### src/rtl/multi_cycle_ctrl.sv
// Multi-cycle MIPS-subset control FSM: sequences fetch/decode/execute/memory/writeback,
// drives datapath selects and strobes, handshakes with a variable-latency memory.
module multi_cycle_ctrl #(
    parameter int MEM_TIMEOUT = 16,
    parameter int CNT_W       = 32,
    parameter int HAS_JAL     = 1
) (
    input  logic             clk_i,
    input  logic             rst_i,
    input  logic [5:0]       instr_op_i,
    input  logic [5:0]       funct_i,
    input  logic             zero_i,
    input  logic             mem_ready_i,
    output logic             mem_req_o,
    output logic             mem_we_o,
    output logic             iord_o,
    output logic             ir_write_o,
    output logic             pc_write_o,
    output logic [1:0]       pc_source_o,
    output logic             alu_src_a_o,
    output logic [1:0]       alu_src_b_o,
    output logic [2:0]       alu_op_o,
    output logic             reg_write_o,
    output logic [1:0]       reg_dst_o,
    output logic [1:0]       mem_to_reg_o,
    output logic [3:0]       state_o,
    output logic [CNT_W-1:0] instr_count_o,
    output logic             err_o
);

    typedef enum logic [3:0] {
        S_FETCH    = 4'd0,
        S_DECODE   = 4'd1,
        S_MEM_ADDR = 4'd2,
        S_MEM_RD   = 4'd3,
        S_MEM_WB   = 4'd4,
        S_MEM_WR   = 4'd5,
        S_EXEC_R   = 4'd6,
        S_R_WB     = 4'd7,
        S_EXEC_I   = 4'd8,
        S_I_WB     = 4'd9,
        S_BRANCH   = 4'd10,
        S_JUMP     = 4'd11,
        S_JR       = 4'd12,
        S_ERROR    = 4'd15
    } state_t;

    localparam logic [5:0] OP_RTYPE = 6'h00;
    localparam logic [5:0] OP_J     = 6'h02;
    localparam logic [5:0] OP_JAL   = 6'h03;
    localparam logic [5:0] OP_BEQ   = 6'h04;
    localparam logic [5:0] OP_BNE   = 6'h05;
    localparam logic [5:0] OP_ADDI  = 6'h08;
    localparam logic [5:0] OP_SLTI  = 6'h0A;
    localparam logic [5:0] OP_LW    = 6'h23;
    localparam logic [5:0] OP_SW    = 6'h2B;
    localparam logic [5:0] FN_JR    = 6'h08;

    localparam int WAIT_W = $clog2(MEM_TIMEOUT + 2);

    state_t            state;
    state_t            next;
    logic [WAIT_W-1:0] wait_cnt;
    logic              waiting;
    logic              timeout;

    // The cycle that exhausts the wait budget traps instead of completing.
    always_comb begin
        waiting = (state == S_FETCH) || (state == S_MEM_RD) || (state == S_MEM_WR);
        timeout = (MEM_TIMEOUT > 0) && waiting && !mem_ready_i &&
                  (wait_cnt == WAIT_W'(MEM_TIMEOUT - 1));
    end

    always_comb begin
        next = state;
        case (state)
            S_FETCH:    if (mem_ready_i) next = S_DECODE;
            S_DECODE: begin
                case (instr_op_i)
                    OP_RTYPE:        next = (funct_i == FN_JR) ? S_JR : S_EXEC_R;
                    OP_LW, OP_SW:    next = S_MEM_ADDR;
                    OP_ADDI, OP_SLTI: next = S_EXEC_I;
                    OP_BEQ, OP_BNE:  next = S_BRANCH;
                    OP_J:            next = S_JUMP;
                    OP_JAL:          next = (HAS_JAL != 0) ? S_JUMP : S_ERROR;
                    default:         next = S_ERROR;
                endcase
            end
            S_MEM_ADDR: next = (instr_op_i == OP_SW) ? S_MEM_WR : S_MEM_RD;
            S_MEM_RD:   if (mem_ready_i) next = S_MEM_WB;
            S_MEM_WR:   if (mem_ready_i) next = S_FETCH;
            S_EXEC_R:   next = S_R_WB;
            S_EXEC_I:   next = S_I_WB;
            S_MEM_WB, S_R_WB, S_I_WB, S_BRANCH, S_JUMP, S_JR: next = S_FETCH;
            S_ERROR:    next = S_ERROR;
            default:    next = S_ERROR;
        endcase
        if (timeout) next = S_ERROR;
    end

    always_ff @(posedge clk_i) begin
        if (rst_i) begin
            state         <= S_FETCH;
            wait_cnt      <= '0;
            instr_count_o <= '0;
            err_o         <= 1'b0;
        end else begin
            state <= next;
            err_o <= err_o | (next == S_ERROR);
            wait_cnt <= (waiting && !mem_ready_i) ? wait_cnt + WAIT_W'(1) : '0;
            if (next == S_FETCH && state != S_FETCH)
                instr_count_o <= instr_count_o + CNT_W'(1);
        end
    end

    assign state_o = state;

    always_comb begin
        mem_req_o    = 1'b0;
        mem_we_o     = 1'b0;
        iord_o       = 1'b0;
        ir_write_o   = 1'b0;
        pc_write_o   = 1'b0;
        pc_source_o  = 2'b00;
        alu_src_a_o  = 1'b0;
        alu_src_b_o  = 2'b00;
        alu_op_o     = 3'b000;
        reg_write_o  = 1'b0;
        reg_dst_o    = 2'b00;
        mem_to_reg_o = 2'b00;
        case (state)
            S_FETCH: begin
                mem_req_o   = 1'b1;
                alu_src_b_o = 2'b01;
                ir_write_o  = mem_ready_i;
                pc_write_o  = mem_ready_i;
            end
            S_DECODE:   alu_src_b_o = 2'b11;
            S_MEM_ADDR: begin
                alu_src_a_o = 1'b1;
                alu_src_b_o = 2'b10;
            end
            S_MEM_RD: begin
                mem_req_o = 1'b1;
                iord_o    = 1'b1;
            end
            S_MEM_WB: begin
                reg_write_o  = 1'b1;
                mem_to_reg_o = 2'b01;
            end
            S_MEM_WR: begin
                mem_req_o = 1'b1;
                mem_we_o  = 1'b1;
                iord_o    = 1'b1;
            end
            S_EXEC_R: begin
                alu_src_a_o = 1'b1;
                alu_op_o    = 3'b010;
            end
            S_R_WB: begin
                reg_write_o = 1'b1;
                reg_dst_o   = 2'b01;
            end
            S_EXEC_I: begin
                alu_src_a_o = 1'b1;
                alu_src_b_o = 2'b10;
                alu_op_o    = (instr_op_i == OP_SLTI) ? 3'b011 : 3'b000;
            end
            S_I_WB:     reg_write_o = 1'b1;
            S_BRANCH: begin
                alu_src_a_o = 1'b1;
                alu_op_o    = 3'b001;
                pc_source_o = 2'b01;
                pc_write_o  = ((instr_op_i == OP_BEQ) && zero_i) ||
                              ((instr_op_i == OP_BNE) && !zero_i);
            end
            S_JUMP: begin
                pc_write_o  = 1'b1;
                pc_source_o = 2'b10;
                // jal links through the already-incremented PC.
                if (instr_op_i == OP_JAL) begin
                    reg_write_o  = 1'b1;
                    reg_dst_o    = 2'b10;
                    mem_to_reg_o = 2'b10;
                end
            end
            S_JR: begin
                pc_write_o  = 1'b1;
                pc_source_o = 2'b11;
            end
            default: ;
        endcase
        if (timeout) begin
            mem_req_o   = 1'b0;
            mem_we_o    = 1'b0;
            ir_write_o  = 1'b0;
            pc_write_o  = 1'b0;
            reg_write_o = 1'b0;
        end
        // Quiet datapath while reset is asserted.
        if (rst_i) begin
            mem_req_o    = 1'b0;
            mem_we_o     = 1'b0;
            iord_o       = 1'b0;
            ir_write_o   = 1'b0;
            pc_write_o   = 1'b0;
            pc_source_o  = 2'b00;
            alu_src_a_o  = 1'b0;
            alu_src_b_o  = 2'b00;
            alu_op_o     = 3'b000;
            reg_write_o  = 1'b0;
            reg_dst_o    = 2'b00;
            mem_to_reg_o = 2'b00;
        end
    end

endmodule

### config.mk
export PLATFORM = sky130hd
export DESIGN_NAME = multi_cycle_ctrl
export DESIGN_NICKNAME = d
export VERILOG_FILES = /design/src/rtl/multi_cycle_ctrl.sv
export SDC_FILE = /design/constraint.sdc
export NUM_CORES = 1
export LEC_CHECK = 0
export CAP_MARGIN = 20
export CORE_MARGIN = 2
export CORE_UTILIZATION = 35
export DETAILED_ROUTE_END_ITERATION = 12
export DONT_BUFFER_PORTS = 1
export PLACE_DENSITY = 0.48
export SLEW_MARGIN = 20
export SYNTH_ARGS = -nofsm -noshare
export SYNTH_HDL_FRONTEND = slang
export SYNTH_SLANG_ARGS = --single-unit
### constraint.sdc
create_clock -name clk_i -period 3.58 [get_ports clk_i]
set_input_delay 0.895 -clock clk_i [delete_from_list [all_inputs] [get_ports clk_i]]
set_output_delay 0.895 -clock clk_i [all_outputs]
set_load 0.01 [all_outputs]
# Word level (Yosys, flattened, before mapping)
# Cells that the tools add are included.
# totals
output_inout_bits,55
register_bits,42
inputBits,16
# classes
bitwise,2
mux,40
addsub,2
n_eq_ne,23
reduce_logical,26
# op_table
operator,n
"adder 32 x 1 -> 32 bit, second input constant",1
one-hot mux 4 bit (8 select lines),1
"== test 4 bit, second input constant",6
2-to-1 mux 4 bit,5
one-hot mux 4 bit (5 select lines),1
"== test 6 x 4 -> 1 bit, second input constant",3
2-to-1 mux 1 bit,18
one-hot mux 2 bit (3 select lines),3
"== test 4 x 3 -> 1 bit, second input constant",4
OR reduction 2 bit,8
"== test 6 x 2 -> 1 bit, second input constant",2
"== test 6 x 3 -> 1 bit, second input constant",2
"== test 6 bit, second input constant",2
2-to-1 mux 2 bit,6
"== test 4 x 2 -> 1 bit, second input constant",2
zero test 4 bit,2
one-hot mux 2 bit (2 select lines),2
zero test 6 bit,1
2-to-1 mux 3 bit,2
OR reduction 3 bit,2
OR reduction 6 bit,1
"adder 5 x 1 -> 5 bit, second input constant",1
"== test 5 x 4 -> 1 bit, second input constant",1
logical AND 1 bit,5
9 further kinds,12

# Depth between registers and ports, before layout
# logic_depth
depth_word,8
mapped_depth,11

# Worst setup path before layout
# Ideal clock, no wire load.
# synth_path
path_kind,in2reg
start,in instr_op_i[0]
end,reg instr_count_o[18]
slack_ps,323
t_required_ps,3448
setup_time_ps,132
arrival_time_ps,3125
stages,10
n_path_buf,4
cell_sequence,buf_2 > or2_2 > o311ai_2 > a31oi_2 > or4_1 > buf_2 > buf_6 > buf_2 > o41ai_1 > a21oi_1
# synth_via
elab_chain_len,7
# synth_lines
item,line,rtl
from (decl),10,"input logic [5:0] instr_op_i,"
== test 6 x 2 -> 1 bit (tied with other cells),79,case (instr_op_i)
OR reduction 2 bit (on tied branches),--,
one-hot mux 4 bit (5 select lines),79,
one-hot mux 4 bit (8 select lines) *,76,case (state)
2-to-1 mux 4 bit *,98,if (timeout) next = S_ERROR;
zero test 4 bit *,111,if (next == S_FETCH && state != S_FETCH)
logical AND 1 bit *,111,
to (signal assigned),112,instr_count_o <= instr_count_o + CNT_W'(1);
to (decl),27,"output logic [CNT_W-1:0] instr_count_o,"
# Every way passes the cells marked *; elsewhere a longest branch is shown, timed or not.
# A chain may end at the register's enable or synchronous reset.

# Worst setup path in the final report
# layout_path
start,reg wait_cnt[0]
end,reg instr_count_o[29]
# layout_via
elab_chain_len,5
# layout_lines
item,line,rtl
from (decl),63,logic [WAIT_W-1:0] wait_cnt;
from (signal assigned),110,wait_cnt <= (waiting && !mem_ready_i) ? wait_cnt + WAIT_W'(1) : '0;
== test 5 x 4 -> 1 bit,71,(wait_cnt == WAIT_W'(MEM_TIMEOUT - 1));
logical AND 1 bit,70,timeout = (MEM_TIMEOUT > 0) && waiting && !mem_ready_i &&
2-to-1 mux 4 bit,98,
zero test 4 bit,111,
logical AND 1 bit,111,
# No other way between the ends.

==> impl_results.html <==
<table>
<tr><th>Metric</th><th>Value</th></tr>
<tr><th colspan="2">Synth</th></tr>
<tr><td>Synth area leaders</td><td>dfxtp_1 (30%), a21oi_1 (7.6%), or4_1 (6.1%)</td></tr>
<tr><td>Top FF cell, synth</td><td>dfxtp_1</td></tr>
<tr><td>Synth cell count leaders</td><td>a21oi_1 (43), dfxtp_1 (42), nor2_1 (30), nand2_1 (23), or4_1 (23)</td></tr>
<tr><td>Cell area after synthesis</td><td>2850 um^2</td></tr>
<tr><td>Most frequent cell after synthesis</td><td>a21oi_1</td></tr>
<tr><td>#FFs+latches synth</td><td>42</td></tr>
<tr><td>Fraction of synthesized cell area taken by the top area cell type</td><td>29.5%</td></tr>
<tr><td>Share of synthesized flip-flops with an asynchronous set or reset</td><td>0%</td></tr>
<tr><td>Proportion of synthesized chip area in sequential cells</td><td>29.5%</td></tr>
<tr><td>EDFF count, synth</td><td>0</td></tr>
<tr><td>Cells after Synth</td><td>377</td></tr>
<tr><td>Number of unique standard cell types used by synthesis</td><td>56</td></tr>
<tr><td>Yosys synthesis warning count</td><td>0</td></tr>
<tr><td>Library cell with the largest summed area after synthesis</td><td>dfxtp_1</td></tr>
<tr><td>Net count of the mapped netlist</td><td>396</td></tr>
<tr><td>Average size of a mapped cell</td><td>7.56 um^2</td></tr>
<tr><th colspan="2">Cells and area</th></tr>
<tr><td>Final #Nets</td><td>385</td></tr>
<tr><td>Final cell count without fillers</td><td>469</td></tr>
<tr><td>Number of fillers in the final layout</td><td>838</td></tr>
<tr><td>Final standard cell utilization of the core</td><td>38.7%</td></tr>
<tr><td>Syn-to-layout area delta</td><td>6.06%</td></tr>
<tr><td>Total area of multi-input combinational cells</td><td>1820 um^2</td></tr>
<tr><td>Share of cells above drive strength 1</td><td>8.72%</td></tr>
<tr><td>Area taken by flip-flops and latches</td><td>841 um^2</td></tr>
<tr><td>Count of inserted antenna diode cells</td><td>0</td></tr>
<tr><th colspan="2">Placement</th></tr>
<tr><td>Routability Congestion</td><td>0.826</td></tr>
<tr><td>DPL Wire Length</td><td>5620 um</td></tr>
<tr><td>Count of placed standard cells including taps</td><td>461</td></tr>
<tr><td>Buffers added on ports</td><td>0</td></tr>
<tr><th colspan="2">Detailed routing</th></tr>
<tr><td>Total vias in the final route</td><td>2840</td></tr>
<tr><td>Final WL</td><td>7920 um</td></tr>
<tr><td>Via/cell ratio</td><td>6.06</td></tr>
<tr><td>DRT iter0 DRCs</td><td>187</td></tr>
<tr><td>Average detailed-routed wire length per instance</td><td>16.9 um</td></tr>
<tr><td>Number of nets with antenna violations after routing</td><td>0</td></tr>
<tr><td>Drc violations</td><td>0</td></tr>
<tr><td>First-pass iteration count of the detailed router</td><td>4</td></tr>
<tr><th colspan="2">Clocking</th></tr>
<tr><td>Hold Buf Count CTS</td><td>0</td></tr>
<tr><td>Post-CTS sizing</td><td>0</td></tr>
<tr><td>Maximum buffer depth of the clock tree</td><td>2</td></tr>
<tr><td>H-tree levels</td><td>2</td></tr>
<tr><td>TritonCTS clock tree</td><td>done</td></tr>
<tr><td>TritonCTS Sinks</td><td>42</td></tr>
<tr><td>Clock-pin slew reported for the worst setup and hold paths after clock tree synthesis</td><td>0.09 ns</td></tr>
<tr><td>Clock tree root driver cell</td><td>clkbuf_8</td></tr>
<tr><td>Clock latency at the later pin of the worst-skew pair</td><td>0.29 ns</td></tr>
<tr><td>Total CTS buffers</td><td>5</td></tr>
<tr><td>Setup Fix Bufs, Post-CTS</td><td>0</td></tr>
<tr><th colspan="2">Job</th></tr>
<tr><td># Max-Cap Violations</td><td>0</td></tr>
<tr><th colspan="2">Global routing</th></tr>
<tr><td>Number of antenna violations at the first check in global routing</td><td>0</td></tr>
<tr><td>GRT overflow</td><td>0</td></tr>
<tr><td>Overall global routing resource usage</td><td>17.9%</td></tr>
<tr><td>Largest net degree at the start of global routing</td><td>51</td></tr>
<tr><td>Via count of the first global-routing pass</td><td>2479</td></tr>
<tr><td>Global-route wire length before repair</td><td>12800 um</td></tr>
<tr><th colspan="2">STA</th></tr>
<tr><td>Clock Skews</td><td>0.0124 ns</td></tr>
<tr><td>Total setup violations reported at the end of the flow</td><td>0</td></tr>
<tr><td>Final hold viol count</td><td>0</td></tr>
<tr><td>Max-slew violation count</td><td>0</td></tr>
<tr><td>RSZ-0062 raised after global routing</td><td>false</td></tr>
<tr><td>Post-route minimum period</td><td>3.14 ns</td></tr>
<tr><td>Worst Hold Margin</td><td>0.447 ns</td></tr>
<tr><td>Maximum clock frequency</td><td>0.319 GHz</td></tr>
<tr><td>Worst Max-Slew Pin Slew</td><td>0.786 ns</td></tr>
<tr><td>Total Neg Setup Slack</td><td>0 ns</td></tr>
<tr><td>Slew Limit Headroom</td><td>46.2%</td></tr>
<tr><td>Fraction of the cycle the final worst path needs</td><td>87.6%</td></tr>
<tr><th colspan="2">Setup path</th></tr>
<tr><td>CP arrival</td><td>3.36 ns</td></tr>
<tr><td>Startpoint class of the critical path</td><td>flip-flop</td></tr>
<tr><td>Data required, critical path</td><td>3.81 ns</td></tr>
<tr><td>Depth of the worst register-to-register path</td><td>10</td></tr>
<tr><td>Kind of capture point of the worst setup path</td><td>flip-flop</td></tr>
<tr><td>Worst Setup Path Type</td><td>reg -&gt; reg</td></tr>
<tr><td>CP max FO</td><td>50</td></tr>
<tr><th colspan="2">Floorplan</th></tr>
<tr><td>Die boundary height</td><td>94.2 um</td></tr>
<tr><td>Area inside the core boundary</td><td>7810 um^2</td></tr>
<tr><td>Width of the chip</td><td>94.2 um</td></tr>
<tr><td>Initial core utilization</td><td>36.5%</td></tr>
<tr><td>Number of ports placed on the die boundary</td><td>71</td></tr>
<tr><td>Cell row count</td><td>32</td></tr>
<tr><td>Overall die area</td><td>8880 um^2</td></tr>
<tr><th colspan="2">Power</th></tr>
<tr><td>Total chip power</td><td>1.73 mW</td></tr>
<tr><td>Maximum vdd drop</td><td>0.332 mV</td></tr>
<tr><td>Power per standard cell area</td><td>574 nW/um^2</td></tr>
<tr><td>Static leakage</td><td>0.960 nW</td></tr>
<tr><th colspan="2">Hold path</th></tr>
<tr><td>Cell count of the worst hold path</td><td>1</td></tr>
<tr><td>Hold Path Class</td><td>reg -&gt; reg</td></tr>
<tr><th colspan="2">Outcome</th></tr>
<tr><td>Run status</td><td>complete, no violations</td></tr>
</table>
[logic make-up after synthesis]
logic type	share of synthesized area (%)
other	0.132
flip-flops	29.5
XOR/XNOR	1.23
AND/OR/NAND/NOR	35.7
buffers and inverters	6.59
AO/OA/AOI/OAI	25.2
multiplexers	0.351
adder cells (fa/ha/maj)	1.32
[worst max-delay path, cell delays in order, from the launching register on]
cell and delay (ns):
dfxtp_1 0.33, ha_1 0.22, and3_1 0.18, ha_1 0.22, nor2b_1 0.18, a21o_1 0.18, a221o_1 0.40, or3_1 0.38
buf_4 0.28, or4_1 0.54, a21oi_1 0.16
[state kept, by name (all words and copies together) (netlist names)]
| name | flops |
|---|---|
| instr_count_o | 32 |
| err_o | 1 |
| wait_cnt | 5 |
| state_o | 4 |
[path summary, 6_finish.rpt]
| path | slack (ns) | start | to |
|---|---|---|---|
| worst min register to register | 0.45 | wait_cnt[0] | wait_cnt[0] |
| worst max-delay path | 0.44 | wait_cnt[0] | instr_count_o[29] |
| worst max register to register | 0.44 | wait_cnt[0] | instr_count_o[29] |
| worst min-delay path | 0.45 | wait_cnt[0] | wait_cnt[0] |
[cell type report]
class                           count  area share, %
Clock buffer                        6           2.40
Clock inverter                      2          0.455
Inverter                           17           2.11
Multi-Input combinational cell    289           60.2
Tap cell                          102           4.22
Timing Repair Buffer               11           2.73
Sequential cell                    42           27.8
[power by group]
part | total [mW] | internal [mW] | switching [mW] | leakage (nW)
Combinational | 0.857 | 0.258 | 0.599 | 0.575
Clock | 0.305 | 0.138 | 0.167 | 0.0452
Sequential | 0.571 | 0.498 | 0.0733 | 0.339
Total | 1.73 | 0.894 | 0.840 | 0.960
[metrics by stage]
stage,instance area (um^2),worst slack [ns]
final,3020,0.444
after global routing,3020,0.272
after CTS,3020,0.423
after detailed placement,2940,0.270
after global placement,2940,0.313
after floorplan,2850,0.323
[cells in the final DEF (no fill, tap or decap), drive strengths merged, types with 4 or more instances in the layout]
cell type and n:
a21oi 43, dfxtp 42, nor2 30, nand2 23, or4 23, o31ai 21
inv 17, nor3 13, and3 11, buf 11, nand4 10, nand3 10
nor2b 9, o21ai 9, nor4 7, o41ai 6, clkbuf 6, nand4b 5
a31o 5, o311ai 5, and4 4, or4b 4
[per-layer routing]
layer  wire [um]  track usage (%)  vias to the layer above  part of all wire [%]
li1            -                -                     1417                     -
met1        3690             24.4                     1347                    47
met2        3760             29.2                       71                    47
met3         399             3.45                        5                   5.0
met4          66             3.99                        0                  0.83
met5           0                0                        -                     0
No activity file was read; power rests on OpenSTA's default activity.
